$ cat config.mk
export PLATFORM = sky130hd
export DESIGN_NAME = step_move_controller_flat
export DESIGN_NICKNAME = d
export VERILOG_FILES = /design/src/rtl/step_move_if.sv /design/src/rtl/step_move_controller.sv /design/src/flat_wrapper.sv
export SDC_FILE = /design/constraint.sdc
export NUM_CORES = 1
export LEC_CHECK = 0
export CORE_MARGIN = 2
export CORE_UTILIZATION = 53
export DETAILED_ROUTE_END_ITERATION = 12
export PLACE_DENSITY = 0.84
export REMOVE_ABC_BUFFERS = 1
export SLEW_MARGIN = 10
export SYNTH_ARGS = -nofsm -noshare
export SYNTH_HDL_FRONTEND = slang
export SYNTH_SLANG_ARGS = --single-unit
$ cat constraint.sdc
create_clock -name clock -period 3.6 [get_ports clock]
set_input_delay 0.9 -clock clock [delete_from_list [all_inputs] [get_ports clock]]
set_output_delay 0.9 -clock clock [all_outputs]
set_load 0.01 [all_outputs]
$ cat src/rtl/step_move_if.sv
// Command/status bundle between the host-side logic and step_move_controller.
// With STEP_POS_TRACK_EN defined it also carries pos_clear and position.
interface step_move_if #(
  parameter int STEP_W   = 16,
  parameter int PERIOD_W = 20
`ifdef STEP_POS_TRACK_EN
  ,
  parameter int POS_W    = 24
`endif
);
  logic                cmd_valid;
  logic                cmd_ready;
  logic                cmd_dir;
  logic [STEP_W-1:0]   cmd_steps;
  logic [PERIOD_W-1:0] cmd_period;
  logic                abort;
  logic                step_enable;
  logic                step_direction;
  logic                busy;
  logic                done;
  logic                aborted;
  logic [STEP_W-1:0]   steps_left;
`ifdef STEP_POS_TRACK_EN
  logic                      pos_clear;
  logic signed [POS_W-1:0]   position;

  modport master (
    output cmd_valid, cmd_dir, cmd_steps, cmd_period, abort, pos_clear,
    input  cmd_ready, step_enable, step_direction, busy, done, aborted,
           steps_left, position
  );
  modport slave (
    input  cmd_valid, cmd_dir, cmd_steps, cmd_period, abort, pos_clear,
    output cmd_ready, step_enable, step_direction, busy, done, aborted,
           steps_left, position
  );
`else
  modport master (
    output cmd_valid, cmd_dir, cmd_steps, cmd_period, abort,
    input  cmd_ready, step_enable, step_direction, busy, done, aborted,
           steps_left
  );
  modport slave (
    input  cmd_valid, cmd_dir, cmd_steps, cmd_period, abort,
    output cmd_ready, step_enable, step_direction, busy, done, aborted,
           steps_left
  );
`endif
endinterface

$ cat src/rtl/step_move_controller.sv
// Step move sequencer: accepts a move command (direction, step count, period)
// and issues evenly spaced one-cycle step pulses to the phase FSM, then a
// one-cycle done. Optional macro STEP_POS_TRACK_EN adds a signed position
// counter with a synchronous clear.
//
// state | meaning
// IDLE  | waiting for a command, cmd_ready high
// RUN   | timer counting down, pulse when timer reaches 0
// DONE  | single-cycle completion (normal end or abort)
module step_move_controller #(
  parameter int STEP_W   = 16,
  parameter int PERIOD_W = 20
`ifdef STEP_POS_TRACK_EN
  ,
  parameter int POS_W    = 24
`endif
) (
  input  logic      clock,
  input  logic      reset,
  step_move_if.slave bus
);

  typedef enum logic [1:0] {IDLE, RUN, DONE} state_t;

  state_t              state_q, state_d;
  logic [PERIOD_W-1:0] timer_q, timer_d;
  logic [PERIOD_W-1:0] reload_q, reload_d;
  logic [STEP_W-1:0]   steps_q, steps_d;
  logic                dir_q, dir_d;
  logic                aborted_q, aborted_d;
  logic [PERIOD_W-1:0] period_m1;

  // A zero period behaves like a period of one (back-to-back pulses).
  assign period_m1 = (bus.cmd_period == '0) ? '0 : bus.cmd_period - PERIOD_W'(1);

  // All outputs decode from registered state only.
  assign bus.cmd_ready      = (state_q == IDLE);
  assign bus.step_enable    = (state_q == RUN) && (timer_q == '0);
  assign bus.step_direction = dir_q;
  assign bus.busy           = (state_q != IDLE);
  assign bus.done           = (state_q == DONE);
  assign bus.aborted        = aborted_q;
  assign bus.steps_left     = steps_q;

  // State and datapath registers.
  always_ff @(posedge clock or posedge reset) begin
    if (reset) begin
      state_q   <= IDLE;
      timer_q   <= '0;
      reload_q  <= '0;
      steps_q   <= '0;
      dir_q     <= 1'b1;
      aborted_q <= 1'b0;
    end else begin
      state_q   <= state_d;
      timer_q   <= timer_d;
      reload_q  <= reload_d;
      steps_q   <= steps_d;
      dir_q     <= dir_d;
      aborted_q <= aborted_d;
    end
  end

  // Next-state and datapath update.
  always_comb begin
    state_d   = state_q;
    timer_d   = timer_q;
    reload_d  = reload_q;
    steps_d   = steps_q;
    dir_d     = dir_q;
    aborted_d = aborted_q;
    case (state_q)
      IDLE: begin
        if (bus.cmd_valid) begin
          dir_d     = bus.cmd_dir;
          steps_d   = bus.cmd_steps;
          reload_d  = period_m1;
          timer_d   = period_m1;
          aborted_d = 1'b0;
          state_d   = (bus.cmd_steps == '0) ? DONE : RUN;
        end
      end
      RUN: begin
        if (timer_q == '0) begin
          steps_d = steps_q - STEP_W'(1);
          timer_d = reload_q;
          if (steps_q == STEP_W'(1)) state_d = DONE;
        end else begin
          timer_d = timer_q - PERIOD_W'(1);
        end
        // The pulse of this cycle (if any) is already counted above.
        if (bus.abort) begin
          state_d   = DONE;
          aborted_d = 1'b1;
        end
      end
      DONE: state_d = IDLE;
      default: state_d = IDLE;
    endcase
  end

`ifdef STEP_POS_TRACK_EN
  logic signed [POS_W-1:0] position_q;

  assign bus.position = position_q;

  // Position follows every step pulse; a clear in the same cycle wins.
  always_ff @(posedge clock or posedge reset) begin
    if (reset) begin
      position_q <= '0;
    end else if (bus.pos_clear) begin
      position_q <= '0;
    end else if (bus.step_enable) begin
      position_q <= dir_q ? position_q + POS_W'(1) : position_q - POS_W'(1);
    end
  end
`endif

endmodule

$ cat src/flat_wrapper.sv
// flat-port wrapper written by rule: the top's interface ports become plain ports
module step_move_controller_flat 
#(
  parameter int STEP_W   = 16,
  parameter int PERIOD_W = 20

)
  (clock, reset, bus_cmd_valid, bus_cmd_dir, bus_cmd_steps, bus_cmd_period, bus_abort, bus_cmd_ready, bus_step_enable, bus_step_direction, bus_busy, bus_done, bus_aborted, bus_steps_left);
  step_move_if #(.STEP_W(STEP_W), .PERIOD_W(PERIOD_W)) bus_i ();
  input  logic clock;
  input  logic reset;
  input wire logic [$bits(bus_i.cmd_valid)-1:0] bus_cmd_valid;
  input wire logic [$bits(bus_i.cmd_dir)-1:0] bus_cmd_dir;
  input wire logic [$bits(bus_i.cmd_steps)-1:0] bus_cmd_steps;
  input wire logic [$bits(bus_i.cmd_period)-1:0] bus_cmd_period;
  input wire logic [$bits(bus_i.abort)-1:0] bus_abort;
  output wire logic [$bits(bus_i.cmd_ready)-1:0] bus_cmd_ready;
  output wire logic [$bits(bus_i.step_enable)-1:0] bus_step_enable;
  output wire logic [$bits(bus_i.step_direction)-1:0] bus_step_direction;
  output wire logic [$bits(bus_i.busy)-1:0] bus_busy;
  output wire logic [$bits(bus_i.done)-1:0] bus_done;
  output wire logic [$bits(bus_i.aborted)-1:0] bus_aborted;
  output wire logic [$bits(bus_i.steps_left)-1:0] bus_steps_left;
  assign bus_i.cmd_valid = bus_cmd_valid;
  assign bus_i.cmd_dir = bus_cmd_dir;
  assign bus_i.cmd_steps = bus_cmd_steps;
  assign bus_i.cmd_period = bus_cmd_period;
  assign bus_i.abort = bus_abort;
  assign bus_cmd_ready = bus_i.cmd_ready;
  assign bus_step_enable = bus_i.step_enable;
  assign bus_step_direction = bus_i.step_direction;
  assign bus_busy = bus_i.busy;
  assign bus_done = bus_i.done;
  assign bus_aborted = bus_i.aborted;
  assign bus_steps_left = bus_i.steps_left;
  step_move_controller #(.STEP_W(STEP_W), .PERIOD_W(PERIOD_W)) u_core (.clock(clock), .reset(reset), .bus(bus_i));
endmodule
=== After elaboration in Yosys (flattened, before gate mapping) ===
Index checks and enable logic that the tools add are counted.

* Bits of input ports: 41
* Output and inout bits: 22
* Register bits after elaboration: 60
* Word-level logic and storage cells: 45

* Equality and inequality tests: 8
* Add/subtract/negate cells: 3
* Multiplexer cells: 16
* Reduce and logical (&&, ||, !) cells: 12

{| class="wikitable"
|+ Operators by type and width
! kind !! count
|-
| 2-to-1 mux 20 bit || 3
|-
| zero test 20 bit || 2
|-
| case mux 20 bit (2 select lines) || 1
|-
| subtractor 20 x 1 -> 20 bit, second input constant || 2
|-
| 2-to-1 mux 16 bit || 2
|-
| case mux 16 bit (2 select lines) || 1
|-
| == test 16 x 1 -> 1 bit, second input constant || 1
|-
| zero test 16 bit || 1
|-
| subtractor 16 x 1 -> 16 bit, second input constant || 1
|-
| 2-to-1 mux 2 bit || 5
|-
| AND reduction 3 bit || 3
|-
| inequality test 2 bit, second input constant || 3
|-
| inequality test 3 bit, second input constant || 2
|-
| case mux 2 bit (2 select lines) || 1
|-
| AND reduction 2 bit || 2
|-
| nonzero test 2 bit || 2
|-
| == test 2 x 1 -> 1 bit, second input constant || 1
|-
| == test 2 bit, second input constant || 1
|-
| zero test 2 bit || 1
|-
| 2-to-1 mux 1 bit || 2
|-
| case mux 1 bit (2 select lines) || 1
|-
| logical AND 1 bit || 1
|}

=== Logic depth before layout (Yosys ltp) ===
Gate-level depths: netlist of the first run.

* Word-level depth: 5
* Mapped depth: 9
* Mapped depth without buffers: 8

=== Least setup slack after synthesis of the first run ===
Ideal clock, no wire load.

* Kind: register to output
* From: reg u_core.timer_q[4]
* To: out bus_step_enable
* Data arrival time: 2.177 ns
* Cell stages (with the launch flop): 8
* Setup slack: 0.523 ns
* Required time: 2.700 ns
* Cell sequence: dfrtp_1 -> or4_4 -> or2_1 -> buf_6 -> or3_1 -> buf_6 -> clkbuf_1 -> nor2_1

* Cells in the longest elaborated chain, start to end: 2

{| class="wikitable"
|+ Ends and longest elaborated chain
! element !! line !! source
|-
| start, declared || step_move_controller.sv:26 || <nowiki>logic [PERIOD_W-1:0] timer_q, timer_d;</nowiki>
|-
| start signal, assigned || step_move_controller.sv:56 || <nowiki>timer_q <= timer_d;</nowiki>
|-
| zero test 20 bit || step_move_controller.sv:38 || <nowiki>assign bus.step_enable = (state_q == RUN) && (timer_q == '0);</nowiki>
|-
| logical AND 1 bit || step_move_controller.sv:38 ||
|-
| end, declared || flat_wrapper.sv:18 || <nowiki>output wire logic [$bits(bus_i.step_enable)-1:0] bus_step_enable;</nowiki>
|}

Every way passes these cells.

=== Worst setup path in the final report of the first run ===
Same ends and word-level chain as after synthesis.

==> impl.org, run 1 <==
** Power
- The share of total power dissipated in sequential elements is 0.364.
- Leak :: 1.88 nW
- Proportion of power drawn by combinational gates :: 0.483
- P_sw :: 0.00158 W
- Dividing total power by cell area gives a power density of 795 nW/µm².
- Cell internal power was estimated by the tool at 0.00215 W.
- Of the total power, the share spent switching nets is 0.424.
- The worst-case IR drop observed on VDD is 0.336 mV.
- Clock group share of total power :: 0.153

** Clock tree
- Number of buffers created by CTS :: 9
- In this run the number of H-tree levels came out at 3.
- Once the clock tree was built, the setup fixing pass inserted 0 buffers.
- Clock tree root driver cell :: sky130_fd_sc_hd__clkbuf_8
- For the worst-skew pair, the clock arrives at the later sink with an insertion delay of 330 ps.
- Clk slew on worst S/H paths :: 60 ps
- Clock sinks :: 60
- The clock passes through at most 2 buffers.
- Number of hold-repair buffers added at the cts stage :: 0
- TritonCTS clock tree :: built

** Floorplanning
- Placement row count :: 30
- The floorplan step defined a core boundary enclosing 6830 µm².
- The die covers 7790 µm².
- Die boundary height :: 88.3 µm
- Number of ports placed on the die boundary :: 63
- Initial core utilization :: 0.551
- Die width :: 88.3 µm

** Finish
- The number of antenna diodes in the final layout is 0.
- Share of layout cells above drive strength 1 :: 0.0877
- Once layout is done, the placed cells without fillers occupy 4700 µm².
- The area growth from synthesis to layout is 25.0%.
- Final nets :: 555

** Synth
- Proportion of synthesized chip area in sequential cells :: 0.399
- Synth warn :: 0
- Number of different library cells in the post-synthesis netlist :: 56
- A synthesized cell averages 8.47 µm².
- Among all flip-flop cells after synthesis, the most frequent one is sky130_fd_sc_hd__dfrtp_1.
- Post-Syn Instances :: 444
- Post-synth design cell area :: 3760 µm²
- In the synthesized netlist the async set-or-reset flop fraction comes to 1.00.
- The synthesized design contains 60 register bits.
- Yosys mapped a number of flops with a built-in enable equal to 0.

** Timing
- Fin. Hold Viols :: 0
- Clock skew after layout :: 8.36 ps
- The final count of pins violating max slew was 0.
- Max Freq :: 314 MHz
- Setup repair after global routing left no endpoint under its margin.
- Tightest slew margin relative to the limit :: 0.479
- Of the available clock period, the critical path in the final layout requires 0.884.
- Period minus WS final :: 3180 ps
- After routing, the total negative slack on setup checks comes to 0 ps.
- Number of setup violations in the final report :: 0
- Measured slew at the worst slew-check pin :: 779 ps

** Flow run
- The tool flagged a number of max-cap violations equal to 0.

** Critical path
- Slowest-stage cell, CP :: sky130_fd_sc_hd__or4_4
- Worst setup EP type :: primary output
- Delay contributed by the slowest stage of the critical path :: 560 ps
- STA classifies the critical path startpoint as a register.
- Together, buffers and inverters on the worst path number 1.
- The critical path is of the reg2out type.
- Of all nets on the critical path, the largest fanout is 5.
- STA puts the critical path data required time at 2700 ps.
- WP data arrival :: 2280 ps
- CP top delay family :: simple AND/OR/NAND/NOR gates
- Traced cell by cell, the critical path runs through or4_4 -> or2_1 -> or3_1 -> nor2_2 -> dlymetal6s2s_1.

** Drt
- Wire per inst :: 17.2 µm
- The detailed router finished its first iteration with 314 violations.
- Total Routed Length :: 10500 µm
- The routed layout has 3805 vias.
- Post-detailed-route via-to-cell ratio :: 6.25
- The count of nets left with antenna violations once routing finished came out at 0.
- Number of remaining DRC errors :: 0
- For this run, the detailed router's first-pass iteration total came to 6.

** Placement
- Area of placed instances :: 4500 µm²
- Input/output buffers :: 62
- Hpwl dp :: 7710 µm
- Routability-driven placement finished with a final weighted congestion of 0.920.

** GRT
- Summed over all layers, the global routing overflow is 0.
- The first global-routing pass estimated 16700 µm of wire.
- Global-route usage over all layers :: 0.279
- Entering global routing, the biggest net connects 40 pins.
- Number of global-route vias before repair :: 3567
- The number of antenna violations at the first check in global routing was 0.

** Run status
- The flow ran to the end, and the final reports show no timing, DRC or antenna violations.

** Hold path
- Worst min path class :: reg2reg
kinds of logic (layout without fill, tap and decap cells):
| group | Yosys count | count (layout) | synth area share |
|---|---|---|---|
| adders and majority gates | 6 | 6 | 0.0200 |
| DFF | 60 | 60 | 0.399 |
| xor gates and xnor gates | 27 | 27 | 0.0629 |
| and+or+nand+nor | 183 | 183 | 0.249 |
| AOI/OAI and AO/OA | 132 | 132 | 0.224 |
| buffers and inverters | 36 | 105 | 0.0442 |
layout by cell type, fill, tap and decap left out, types with 5 or more instances in the layout:
cell type / netlist / layout
sky130_fd_sc_hd__xor2_1: 9 / 9
sky130_fd_sc_hd__dfrtp_1: 59 / 58
sky130_fd_sc_hd__or3_1: 11 / 11
sky130_fd_sc_hd__clkdlybuf4s50_1: 0 / 61
sky130_fd_sc_hd__o21ai_0: 44 / 44
sky130_fd_sc_hd__a21oi_1: 30 / 30
sky130_fd_sc_hd__nand2_1: 45 / 45
sky130_fd_sc_hd__nor4_1: 16 / 16
sky130_fd_sc_hd__a22o_1: 7 / 7
sky130_fd_sc_hd__clkbuf_8: 0 / 13
sky130_fd_sc_hd__a31oi_1: 6 / 6
sky130_fd_sc_hd__ha_1: 6 / 6
sky130_fd_sc_hd__nand2b_1: 8 / 8
sky130_fd_sc_hd__inv_1: 11 / 10
sky130_fd_sc_hd__a21o_1: 5 / 5
sky130_fd_sc_hd__nor2_1: 42 / 41
sky130_fd_sc_hd__nand3_1: 10 / 10
sky130_fd_sc_hd__o211ai_1: 7 / 7
sky130_fd_sc_hd__a22oi_1: 6 / 6
sky130_fd_sc_hd__buf_4: 0 / 16
sky130_fd_sc_hd__xnor2_1: 18 / 18
sky130_fd_sc_hd__nor3_1: 22 / 22
stage by stage:
step / hold WS (ps) / total power, W / worst slack [ps] / cells / util
6_report: 462 / 0.00374 / 419 / 609 / 0.688
5_1_grt: 491 / 0.00400 / 351 / 609 / 0.688
4_1_cts: 464 / 0.00372 / 13.9 / 609 / 0.688
3_5_place_dp: 451 / 0.00313 / 256 / 593 / 0.659
3_3_place_gp: 451 / 0.00306 / 321 / 593 / 0.659
2_1_floorplan: 439 / 0.00239 / 402 / 419 / -
registers in the layout, summed over array words and instances, names as in the netlist:
register	cells
u_core.state_q	2
u_core.bus.steps_left	16
u_core.reload_q	20
u_core.bus.step_direction	1
u_core.bus.aborted	1
u_core.timer_q	20
power groups by stage:
stage	registers (W)	clock network (W)	logic, W
floorplan	0.00131	0	0.00108
global placement	0.00133	0	0.00172
detailed placement	0.00135	0	0.00178
CTS	0.00134	0.000580	0.00179
global route	0.00140	0.000616	0.00199
finish	0.00136	0.000573	0.00181
worst paths after layout:
path | from | to | slack, ps | cells after the start
hold / removal | u_core.bus.step_direction | u_core.bus.step_direction | 460 | 2
max in group asynchronous | reset | u_core.timer_q[16] | 1810 | 3
min in group asynchronous | reset | u_core.bus.steps_left[7] | 1010 | 2
setup reg to reg | u_core.timer_q[4] | u_core.bus.steps_left[8] | 870 | 7
hold reg to reg | u_core.bus.step_direction | u_core.bus.step_direction | 460 | 2
setup / recovery | u_core.timer_q[4] | bus_step_enable | 420 | 5
cell type report:
| class | count | area [µm²] |
|---|---|---|
| clock buffers | 15 | 186 |
| clock inverters | 1 | 5.00 |
| fillers | 563 | 2130 |
| inverters | 11 | 41.3 |
| multi-input cells | 348 | 2100 |
| flip-flops and latches | 60 | 1500 |
| well taps | 96 | 120 |
| repair buffers | 78 | 743 |
cell usage after synthesis (7+ instances only):
| cell type | n | area [µm²] |
|---|---|---|
| sky130_fd_sc_hd__dfrtp_1 | 59 | 1480 |
| sky130_fd_sc_hd__nand2_1 | 45 | 169 |
| sky130_fd_sc_hd__o21ai_0 | 44 | 220 |
| sky130_fd_sc_hd__nor2_1 | 42 | 158 |
| sky130_fd_sc_hd__a21oi_1 | 30 | 150 |
| sky130_fd_sc_hd__nor3_1 | 22 | 110 |
| sky130_fd_sc_hd__clkbuf_1 | 19 | 71.3 |
| sky130_fd_sc_hd__xnor2_1 | 18 | 158 |
| sky130_fd_sc_hd__nor4_1 | 16 | 100 |
| sky130_fd_sc_hd__inv_1 | 11 | 41.3 |
| sky130_fd_sc_hd__or3_1 | 11 | 68.8 |
| sky130_fd_sc_hd__nand3_1 | 10 | 50.1 |
| sky130_fd_sc_hd__xor2_1 | 9 | 78.8 |
| sky130_fd_sc_hd__nand2b_1 | 8 | 50.1 |
| sky130_fd_sc_hd__a22o_1 | 7 | 61.3 |
| sky130_fd_sc_hd__o211ai_1 | 7 | 52.6 |
repair_timing:
item	in CTS	in global routing
endpoints found under the setup margin	1	1
resized for setup	2	2
pin swaps	0	0
endpoints found under the hold margin	0	0
per-layer routing:
layer,vias to the layer above,GRT usage,part of all wire
met5,-,0,0
met1,1779,0.355,0.40
met4,0,0.134,0.029
met3,29,0.0476,0.083
li1,1764,-,-
met2,233,0.465,0.49
worst register-to-register path: stages, from the launching register on:
cell and delay [ps]:
sky130_fd_sc_hd__dfrtp_2 430, sky130_fd_sc_hd__or4_4 560, sky130_fd_sc_hd__or2_1 240, sky130_fd_sc_hd__or3_1 420, sky130_fd_sc_hd__buf_4 280, sky130_fd_sc_hd__a21oi_4 390, sky130_fd_sc_hd__o21ai_0 150, sky130_fd_sc_hd__o2bb2ai_1 140
Note: power is estimated with default switching activity, not from simulation.
==> inputs of run 2 (changes only) <==
==> constraint.sdc (replaced) <==
create_clock -name clock -period 3.6 [get_ports clock]
set_input_delay 0.36 -clock clock [delete_from_list [all_inputs] [get_ports clock]]
set_output_delay 0.36 -clock clock [all_outputs]
set_load 0.01 [all_outputs]
==> run 2 against run 1 <==
Sequential power is essentially flat. Register-to-register slack lost 110 ps. Combinational power is essentially flat. Maximum frequency shrank 0.18%. Core utilization shrank 0.16 points. Clock-buffer cell count shrank 3. Critical path depth is the same. Setup slack lost 5.8 ps. Via count shrank 0.50%. Non-clock buffer count shrank 6.
==> impl.org, run 2 (same netlist as run 1, synthesis figures left out) <==
** Drt
- Number of optimization iterations in the first detailed-route pass :: 5 (was 6)
- The count of vias placed by the detailed router is 3786 (was 3805).
- The top metal layer carrying routed signals is met4 (unchanged).
- Number of remaining DRC errors :: 0 (unchanged)
- The detailed-route wire length on metal 1 came to 4410 µm (was 4160 µm).
- Number of nets with antenna violations after routing :: 0 (unchanged)
- Amount of wire on met3 after detailed routing :: 752 µm (was 873 µm)
- The DRC violation total after the first TritonRoute iteration was 361 (was 314).
- The wire length per cell is 17.3 µm (was 17.2 µm).
- Total Routed Length :: 10500 µm (about the same)
- Post-detailed-route via-to-cell ratio :: 6.28 (was 6.25)
- Met2 layer wire length in the routed design :: 4940 µm (was 5120 µm)

** Critical path
- Worst reg-to-reg path cell count :: 7 (unchanged)
- The kind of critical path was reg2out (unchanged).
- Startpoint of the worst register-to-register path :: u_core.timer_q[4] (unchanged)
- Reg-to-reg endpoint :: u_core.bus.steps_left[8] (unchanged)
- Worst setup EP type :: primary output (unchanged)
- The arrival time of the worst setup path is 2830 ps (was 2280 ps).
- The setup slack of the worst register-to-register path was 760 ps (was 870 ps).
- Setup crit start kind :: register (unchanged)
- Maximum net fanout on the critical path :: 8 (was 5)
- The data required time of the worst path came to 3240 ps (was 2700 ps).

** Power
- The worst-case vdd ir drop was 0.387 mV (was 0.336 mV).
- Design Power :: 0.00386 W (was 0.00374 W)
- The switching portion of total power came to 0.415 (was 0.424).
- Sequential share of power :: 0.352 (was 0.364)
- Internal power consumption :: 0.00226 W (was 0.00215 W)
- The net switching power of the design was 0.00160 W (was 0.00158 W).
- Power per cell area :: 822 nW/µm² (was 795 nW/µm²)
- Proportion of power drawn by combinational gates :: 0.462 (was 0.483)
- The share of total power in the clock network is 0.187 (was 0.153).
- Leak :: 1.85 nW (was 1.88 nW)

** Timing
- Period utilisation layout :: 0.885 (was 0.884)
- Clock skew after layout :: 9.28 ps (was 8.36 ps)
- The post-route minimum period came to 3190 ps (was 3180 ps).
- Max Freq :: 314 MHz (about the same)
- Post-route worst hold slack :: 333 ps (was 462 ps)
- Measured slew at the worst slew-check pin :: 702 ps (was 779 ps)
- Worst-case setup margin in the final layout :: 414 ps (was 419 ps)
- The final count of pins violating max slew is 0 (unchanged).
- RSZ-0062 raised after global routing: no (unchanged).
- Number of setup violations in the final report :: 0 (unchanged)
- The worst max-slew margin expressed relative to the limit came to 0.530 (was 0.479).
- Sum of negative setup slack :: 0 ps (unchanged)
- Fin. Hold Viols :: 0 (unchanged)

** Clock tree
- The CTS tree is built (unchanged).
- Number of buffers inserted to repair setup after CTS :: 0 (unchanged)
- Post-cts gate resize count :: 0 (was 2)
- The number of CTS-inserted buffers came to 9 (unchanged).
- Clock sinks :: 60 (unchanged)
- Clk slew on worst S/H paths :: 70 ps (was 60 ps)
- CTS HTree Levels :: 3 (unchanged)
- The maximum clock insertion buffer count was 2 (unchanged).
- The clock network latency to the later pin of the worst-skew pair is 350 ps (was 330 ps).
- The hold buffer count at CTS was 0 (unchanged).
- Clock tree root driver cell :: sky130_fd_sc_hd__clkbuf_8 (unchanged)

** Run status
- Outcome: complete, no violations (unchanged).

** GRT
- The first-pass GRT wire length came to 16600 µm (was 16700 µm).
- The largest net degree at the start of global routing was 40 (unchanged).
- Number of global-route vias before repair :: 3497 (was 3567)
- The overall routing resource usage is 0.277 (was 0.279).
- The number of antenna violations at the first check in global routing was 0 (unchanged).
- GRT overflow :: 0 (unchanged)

** Finish
- Highest-count cells in the layout ignoring fill and taps: sky130_fd_sc_hd__clkdlybuf4s50_1, sky130_fd_sc_hd__dfrtp_1, sky130_fd_sc_hd__nand2_1 (unchanged).
- Share of layout cells above drive strength 1 :: 0.0750 (was 0.0877)
- Layout overhead on the synthesized area :: 24.7% (was 25.0%)
- Antenna Diode Count :: 0 (unchanged)
- Final nets :: 549 (was 555)
- The most common library cell in the layout ignoring fill and taps was sky130_fd_sc_hd__clkdlybuf4s50_1 (unchanged).
- Final design instance area without fill :: 4690 µm² (was 4700 µm²)

** Placement
- The number of port buffers came to 62 (unchanged).
- Hpwl dp :: 7510 µm (was 7710 µm)
- Setup WS pre-CTS :: 706 ps (was 256 ps)
- The placer congestion estimate came to 0.946 (was 0.920).
- The standard cell area after detailed placement came to 4460 µm² (was 4500 µm²).

** Hold path
- The type of the worst min-delay path was in2async (was reg2reg).

** Floorplanning
- The starting density of the core is 0.551 (unchanged).
- Area enclosed by the die boundary :: 7790 µm² (unchanged)
- The die extent in x was 88.3 µm (unchanged).
- The core footprint came to 6830 µm² (unchanged).
- The number of rows in the core area is 30 (unchanged).
- The y dimension of the die came to 88.3 µm (unchanged).
- Number of ports placed on the die boundary :: 63 (unchanged)

** Flow run
- The count of max-cap constraint violations came to 0 (unchanged).
-- run 2: layout make-up --
class / count / area [µm²]
Fill cell: 563 / 2140
Multi-Input combinational cell: 348 / 2100
Sequential cell: 60 / 1500
Timing Repair Buffer: 72 / 696
Clock buffer: 12 / 165
Tap cell: 96 / 120
Clock inverter: 4 / 70.1
Inverter: 11 / 41.3
-- run 2: power by group through the flow --
stage          logic [W]  clock network [W]  registers (W)
6_report         0.00178           0.000720        0.00136
2_1_floorplan    0.00108                  0        0.00131
4_1_cts          0.00177           0.000726        0.00134
3_3_place_gp     0.00170                  0        0.00133
3_5_place_dp     0.00175                  0        0.00135
5_1_grt          0.00196           0.000752        0.00139
-- run 2: metal layers --
metal,global-route usage,up-vias
li1,-,1747
met2,0.442,185
met5,0,-
met3,0.0522,35
met4,0.152,0
met1,0.357,1819
-- run 2: worst max-delay path, stage by stage, from the launching register on --
cell	delay, ps
sky130_fd_sc_hd__dfrtp_1	440
sky130_fd_sc_hd__or4_4	570
sky130_fd_sc_hd__or2_1	340
sky130_fd_sc_hd__or3_1	450
sky130_fd_sc_hd__nor2_1	120
sky130_fd_sc_hd__clkdlybuf4s50_1	550
-- run 2: worst max-delay path by stage --
stage / startpoint / cells after the start / slack (ps) / end
CTS: u_core.timer_q[4] / 5 / 420 / bus_step_enable
finish: u_core.timer_q[4] / 5 / 410 / bus_step_enable
floorplan: u_core.timer_q[4] / 6 / 770 / u_core.bus.steps_left[8]
global placement: bus_cmd_period[8] / 6 / 800 / u_core.timer_q[15]
detailed placement: bus_cmd_period[8] / 6 / 710 / u_core.timer_q[16]
global route: u_core.timer_q[4] / 5 / 350 / bus_step_enable
-- run 2: metrics by stage --
stage,std cells,utilization
after floorplan,419,-
after global placement,587,0.652
after detailed placement,587,0.652
after CTS,603,0.687
after global routing,603,0.687
final,603,0.687
